==> src/rtl/tdm_pkg.sv <==
// Shared types and defaults for the TDM frame demultiplexer.
// Holds the FSM state enum and the slot-index width helper.
package tdm_pkg;

    localparam int N_CH_DEF   = 4;
    localparam int DATA_W_DEF = 8;

    typedef enum logic {
        IDLE = 1'b0,
        RUN  = 1'b1
    } state_t;

    function automatic int ch_w(input int n);
        return (n > 1) ? $clog2(n) : 1;
    endfunction

endpackage

==> src/rtl/tdm_demux_if.sv <==
// Slot stream in, frame bus out, for the TDM demultiplexer.
// master drives slot words; slave is the demultiplexer.
interface tdm_demux_if
    import tdm_pkg::*;
#(
    parameter int N_CH   = N_CH_DEF,
    parameter int DATA_W = DATA_W_DEF,
    parameter int CH_W   = ch_w(N_CH)
) ();

    logic                     in_valid;
    logic                     in_sof;
    logic [DATA_W-1:0]        in_data;
    logic [N_CH*DATA_W-1:0]   out_data;
    logic                     out_valid;
    logic                     frame_err;
    logic [CH_W-1:0]          ch_idx;

    modport master (
        output in_valid, in_sof, in_data,
        input  out_data, out_valid, frame_err, ch_idx
    );

    modport slave (
        input  in_valid, in_sof, in_data,
        output out_data, out_valid, frame_err, ch_idx
    );

endinterface

==> src/rtl/tdm_slot_dec.sv <==
// One-hot shadow write-enable decoder for the TDM demultiplexer.
module tdm_slot_dec #(
    parameter int N_CH = 4,
    parameter int CH_W = 2
) (
    input  logic            en,
    input  logic [CH_W-1:0] slot,
    output logic [N_CH-1:0] we
);

    always_comb begin
        we = '0;
        for (int k = 0; k < N_CH; k++) begin
            we[k] = en && (slot == CH_W'(k));
        end
    end

endmodule

==> src/rtl/tdm_demux.sv <==
// TDM frame demultiplexer: collects N_CH slot words into a shadow
// frame and publishes it on out_data when the last slot arrives.
module tdm_demux
    import tdm_pkg::*;
#(
    parameter int N_CH   = N_CH_DEF,
    parameter int DATA_W = DATA_W_DEF,
    parameter int CH_W   = ch_w(N_CH)
) (
    input logic       clk,
    input logic       rst,
    tdm_demux_if.slave bus
);

    localparam logic [CH_W-1:0] LAST = CH_W'(N_CH - 1);

    state_t                   state, state_nxt;
    logic [CH_W-1:0]          ch_q, ch_nxt;
    logic [N_CH*DATA_W-1:0]   shadow, shadow_nxt;
    logic [N_CH*DATA_W-1:0]   frame_q;
    logic                     valid_q, err_q;
    logic                     wr, done, err;
    logic [CH_W-1:0]          slot;
    logic [N_CH-1:0]          we;

    tdm_slot_dec #(
        .N_CH (N_CH),
        .CH_W (CH_W)
    ) u_dec (
        .en   (wr),
        .slot (slot),
        .we   (we)
    );

    always_comb begin
        state_nxt = state;
        ch_nxt    = ch_q;
        wr        = 1'b0;
        slot      = '0;
        done      = 1'b0;
        err       = 1'b0;
        if (bus.in_valid) begin
            unique case (state)
                IDLE: begin
                    if (bus.in_sof) begin
                        wr = 1'b1;
                        if (N_CH == 1) begin
                            done = 1'b1;
                        end else begin
                            ch_nxt    = CH_W'(1);
                            state_nxt = RUN;
                        end
                    end else begin
                        err = 1'b1;
                    end
                end
                RUN: begin
                    wr = 1'b1;
                    // short frame: restart on the new slot 0
                    if (bus.in_sof) begin
                        err    = 1'b1;
                        ch_nxt = CH_W'(1);
                    end else begin
                        slot = ch_q;
                        if (ch_q == LAST) begin
                            done      = 1'b1;
                            ch_nxt    = '0;
                            state_nxt = IDLE;
                        end else begin
                            ch_nxt = ch_q + 1'b1;
                        end
                    end
                end
            endcase
        end
    end

    always_comb begin
        shadow_nxt = shadow;
        for (int k = 0; k < N_CH; k++) begin
            if (we[k]) shadow_nxt[k*DATA_W +: DATA_W] = bus.in_data;
        end
    end

    always_ff @(posedge clk or posedge rst) begin
        if (rst) begin
            state   <= IDLE;
            ch_q    <= '0;
            shadow  <= '0;
            frame_q <= '0;
            valid_q <= 1'b0;
            err_q   <= 1'b0;
        end else begin
            state   <= state_nxt;
            ch_q    <= ch_nxt;
            shadow  <= shadow_nxt;
            valid_q <= done;
            err_q   <= err;
            if (done) frame_q <= shadow_nxt;
        end
    end

    assign bus.out_data  = frame_q;
    assign bus.out_valid = valid_q;
    assign bus.frame_err = err_q;
    assign bus.ch_idx    = ch_q;

endmodule

==> src/flat_wrapper.sv <==
// flat-port wrapper written by rule: the top's interface ports become plain ports
module tdm_demux_flat import tdm_pkg::*;
#(
    parameter int N_CH   = N_CH_DEF,
    parameter int DATA_W = DATA_W_DEF,
    parameter int CH_W   = ch_w(N_CH)
)
  (clk, rst, bus_in_valid, bus_in_sof, bus_in_data, bus_out_data, bus_out_valid, bus_frame_err, bus_ch_idx);
  tdm_demux_if #(.N_CH(N_CH), .DATA_W(DATA_W), .CH_W(CH_W)) bus_i ();
  input logic clk;
  input logic rst;
  input wire logic [$bits(bus_i.in_valid)-1:0] bus_in_valid;
  input wire logic [$bits(bus_i.in_sof)-1:0] bus_in_sof;
  input wire logic [$bits(bus_i.in_data)-1:0] bus_in_data;
  output wire logic [$bits(bus_i.out_data)-1:0] bus_out_data;
  output wire logic [$bits(bus_i.out_valid)-1:0] bus_out_valid;
  output wire logic [$bits(bus_i.frame_err)-1:0] bus_frame_err;
  output wire logic [$bits(bus_i.ch_idx)-1:0] bus_ch_idx;
  assign bus_i.in_valid = bus_in_valid;
  assign bus_i.in_sof = bus_in_sof;
  assign bus_i.in_data = bus_in_data;
  assign bus_out_data = bus_i.out_data;
  assign bus_out_valid = bus_i.out_valid;
  assign bus_frame_err = bus_i.frame_err;
  assign bus_ch_idx = bus_i.ch_idx;
  tdm_demux #(.N_CH(N_CH), .DATA_W(DATA_W), .CH_W(CH_W)) u_core (.clk(clk), .rst(rst), .bus(bus_i));
endmodule
==> config.mk <==
export PLATFORM = sky130hd
export DESIGN_NAME = tdm_demux_flat
export DESIGN_NICKNAME = d
export VERILOG_FILES = /design/src/rtl/tdm_pkg.sv /design/src/rtl/tdm_demux_if.sv /design/src/rtl/tdm_slot_dec.sv /design/src/rtl/tdm_demux.sv /design/src/flat_wrapper.sv
export SDC_FILE = /design/constraint.sdc
export NUM_CORES = 1
export LEC_CHECK = 0
export CORE_MARGIN = 2
export CORE_UTILIZATION = 41
export CTS_CLUSTER_SIZE = 40
export DETAILED_ROUTE_END_ITERATION = 10
export HOLD_SLACK_MARGIN = 0.02
export PLACE_DENSITY_LB_ADDON = 0.15
export SETUP_SLACK_MARGIN = 0.02
export SYNTH_ARGS = -nofsm -noshare
export SYNTH_HDL_FRONTEND = slang
export SYNTH_SLANG_ARGS = --single-unit
==> constraint.sdc <==
create_clock -name clk -period 2.37 [get_ports clk]
set_clock_uncertainty 0.2 [all_clocks]
set_input_delay 0.3555 -clock clk [delete_from_list [all_inputs] [get_ports clk]]
set_output_delay 0.3555 -clock clk [all_outputs]
set_load 0.01 [all_outputs]
==> flow_metrics.tcl <==
set metrics [dict create \
    portBuffers 47 \
    grt_max_degree 33 \
    netlist_top_cells_count "dfrtp_1, o211ai_1, nand2_1, mux2_2, clkbuf_1" \
    grt_overflow 0 \
    synth_edf_count 0 \
    synth_compound_area_frac 0.168 \
    drt_pass1_iterations 4 \
    htreeDepth 3 \
    finalMaxSlewViolations 0 \
    final.setup.tns_ns 0 \
    wire_per_inst_um 18.3 \
    fin_crit_ns 2.08 \
    syn-mean-instance-area_um2 11.8 \
    synth_top_family_by_area "compound AO/OA/AOI/OAI gates" \
    p_per_area_nw_per_um2 1230 \
    ys_types 26 \
    cts_buffer_depth 2 \
    critPathMaxFanout 16 \
    dr_total_vias 2261 \
    cts_num_sinks 69 \
    drc 0 \
    yosys.area.top_type "dfrtp_1" \
    gp_congestion 0.802 \
    antenna_found_initial 0 \
    ys_seq_elements 69 \
    endpoint_kind "flop" \
    synth_xor_area_frac 0 \
    synthAdderAreaFrac 0.00827 \
    final_core_util 0.550 \
    drive_above_1_share 0.223 \
    fin_nets 328 \
    synth_async_sr_flop_share 1.00 \
    start_kind "flop" \
    die_h_um 89.9 \
    cts.hold.buffers_added 0 \
    grt_pass1_vias 2362 \
    rsz0062_at_grt "no" \
    leakage_nw 1.66 \
    crit_required_ns 2.40 \
    synth-main-ff-cell "dfrtp_1" \
    path_clk_slew_ns 0.08 \
    grt_usage 0.199 \
    synth_top_area_share 0.571 \
    irDropWorstVdd_uv 586 \
    postRouteAntennaNets 0 \
    synth_area_um2 3030 \
    first_iter_violations 159 \
    ys_seq_area_frac 0.571 \
    stdcell_count 418 \
    status "finished, final reports clean" \
    cts_buffers 9 \
    final-hold-violation-count 0 \
    grt_pass1_wl_um 12500 \
    maxCapViolations 0 \
    dieArea_um2 8080 \
    yosys.cell_count.top_type "dfrtp_1" \
    crit_arrival_ns 2.12 \
    dp.cells 402 \
    row_count 31 \
    die_x_um 89.9 \
    via_per_inst 5.41 \
    min_path_type "in2async" \
    synth-simple-area-share 0.0939 \
    cts_resized 0 \
    path_class "reg2reg" \
    netlist_top_cells_area "dfrtp_1, o211ai_1, mux2_2" \
    worstSkewPairLatency_ns 0.34 \
    postCtsSetupRepairBufs 0 \
    muxShareOfSynthArea 0.122 \
    root_buffer "clkbuf_8" \
    syn_to_final_growth_pct 31.1 \
    pin_count 48 \
    maxSlewHeadroom 0.581 \
    fin_crit_sh 0.879 \
    syn_nets 271 \
    max_freq_ghz 0.480 \
    antenna_cells 0 \
    setup_viol 0 \
    core_area_um2 7210 \
    netlist_instances 257 \
    power.total_mw 4.86 \
    start_util 0.419 \
    dp_hpwl_um 5130 \
    cts_tree "yes" \
    worst_slew_pin_slew_ns 0.628 \
    ys_warn_count 0 \
    wirelength_um 7640 \
]
==> layout make-up <==
cell class | count | area [um2]
fill | 646 | 3250
sequential | 69 | 1730
multi-input combinational | 162 | 1180
timing repair buffer | 68 | 678
clock buffer | 9 | 124
tap | 99 | 124
clock inverter | 7 | 114
inverter | 4 | 15.0
==> power breakdown <==
group | leakage (nW) | internal [mW] | switching, mW
Clock | 0.123 | 0.695 | 0.462
Sequential | 0.867 | 1.69 | 0.299
Combinational | 0.671 | 0.946 | 0.766
==> cells by family (layout without fill, tap and decap cells) <==
group,Yosys count,after routing
fa+ha+maj,2,2
compound gates,67,67
simple gates,61,61
buf+inv,26,88
mux,32,32
flops,69,69
==> worst paths after layout <==
| path | to | slack (ns) | start | depth (start not counted) |
|---|---|---|---|---|
| max in group asynchronous | u_core.bus.out_data[21] | 1.29 | rst | 3 |
| setup reg to reg | u_core.shadow[4] | 0.29 | u_core.state | 5 |
| hold reg to reg | u_core.bus.out_data[27] | 0.29 | u_core.bus.out_data[27] | 2 |
| min in group clk | u_core.bus.out_data[27] | 0.29 | u_core.bus.out_data[27] | 2 |
| hold / removal | u_core.bus.out_data[13] | 0.16 | rst | 2 |
| setup / recovery | u_core.shadow[4] | 0.29 | u_core.state | 5 |
==> routing by layer <==
metal  wire length, um  vias to the layer above  GRT usage
met4               260                        0      0.115
li1                  -                     1061          -
met5                 0                        -          0
met2              3500                       51      0.299
met1              3590                     1129      0.273
met3               290                       20     0.0319
==> metrics by stage <==
step	cell area, um2	hold WS [ns]	setup WS (ns)
global route	3970	0.211	0.159
detailed placement	3730	0.288	-0.0257
floorplan	3030	0.272	0.0746
finish	3970	0.163	0.287
global placement	3730	0.280	-0.0152
CTS	3970	0.171	0.284
==> registers in the layout, summed over array words and instances, names as in the netlist <==
| register | flops |
|---|---|
| u_core.state | 1 |
| u_core.bus.out_valid | 1 |
| u_core.bus.out_data | 32 |
| u_core.bus.ch_idx | 2 |
| u_core.shadow | 32 |
| u_core.bus.frame_err | 1 |
==> worst max-delay path, cell delays in order (launching register included) <==
cell	delay, ns
dfrtp_1	0.44
inv_1	0.10
ha_1	0.19
nand2b_1	0.14
a21o_1	0.50
mux2_2	0.40
==> cell usage in the layout, fill, tap and decap left out, drive strengths merged, types with 2 or more instances in the layout <==
cell type	Yosys	routed
bufinv	0	3
buf	8	21
nand2	43	43
nand2b	2	2
o2111ai	8	8
nand3b	2	2
nand3	2	2
nor2b	3	3
o211ai	56	56
clkbuf	14	9
ha	2	2
dfrtp	69	69
or2	3	3
clkinv	0	4
clkdlybuf4s50	0	47
inv	4	4
mux2	32	32
(Power assumes the default switching activity.)
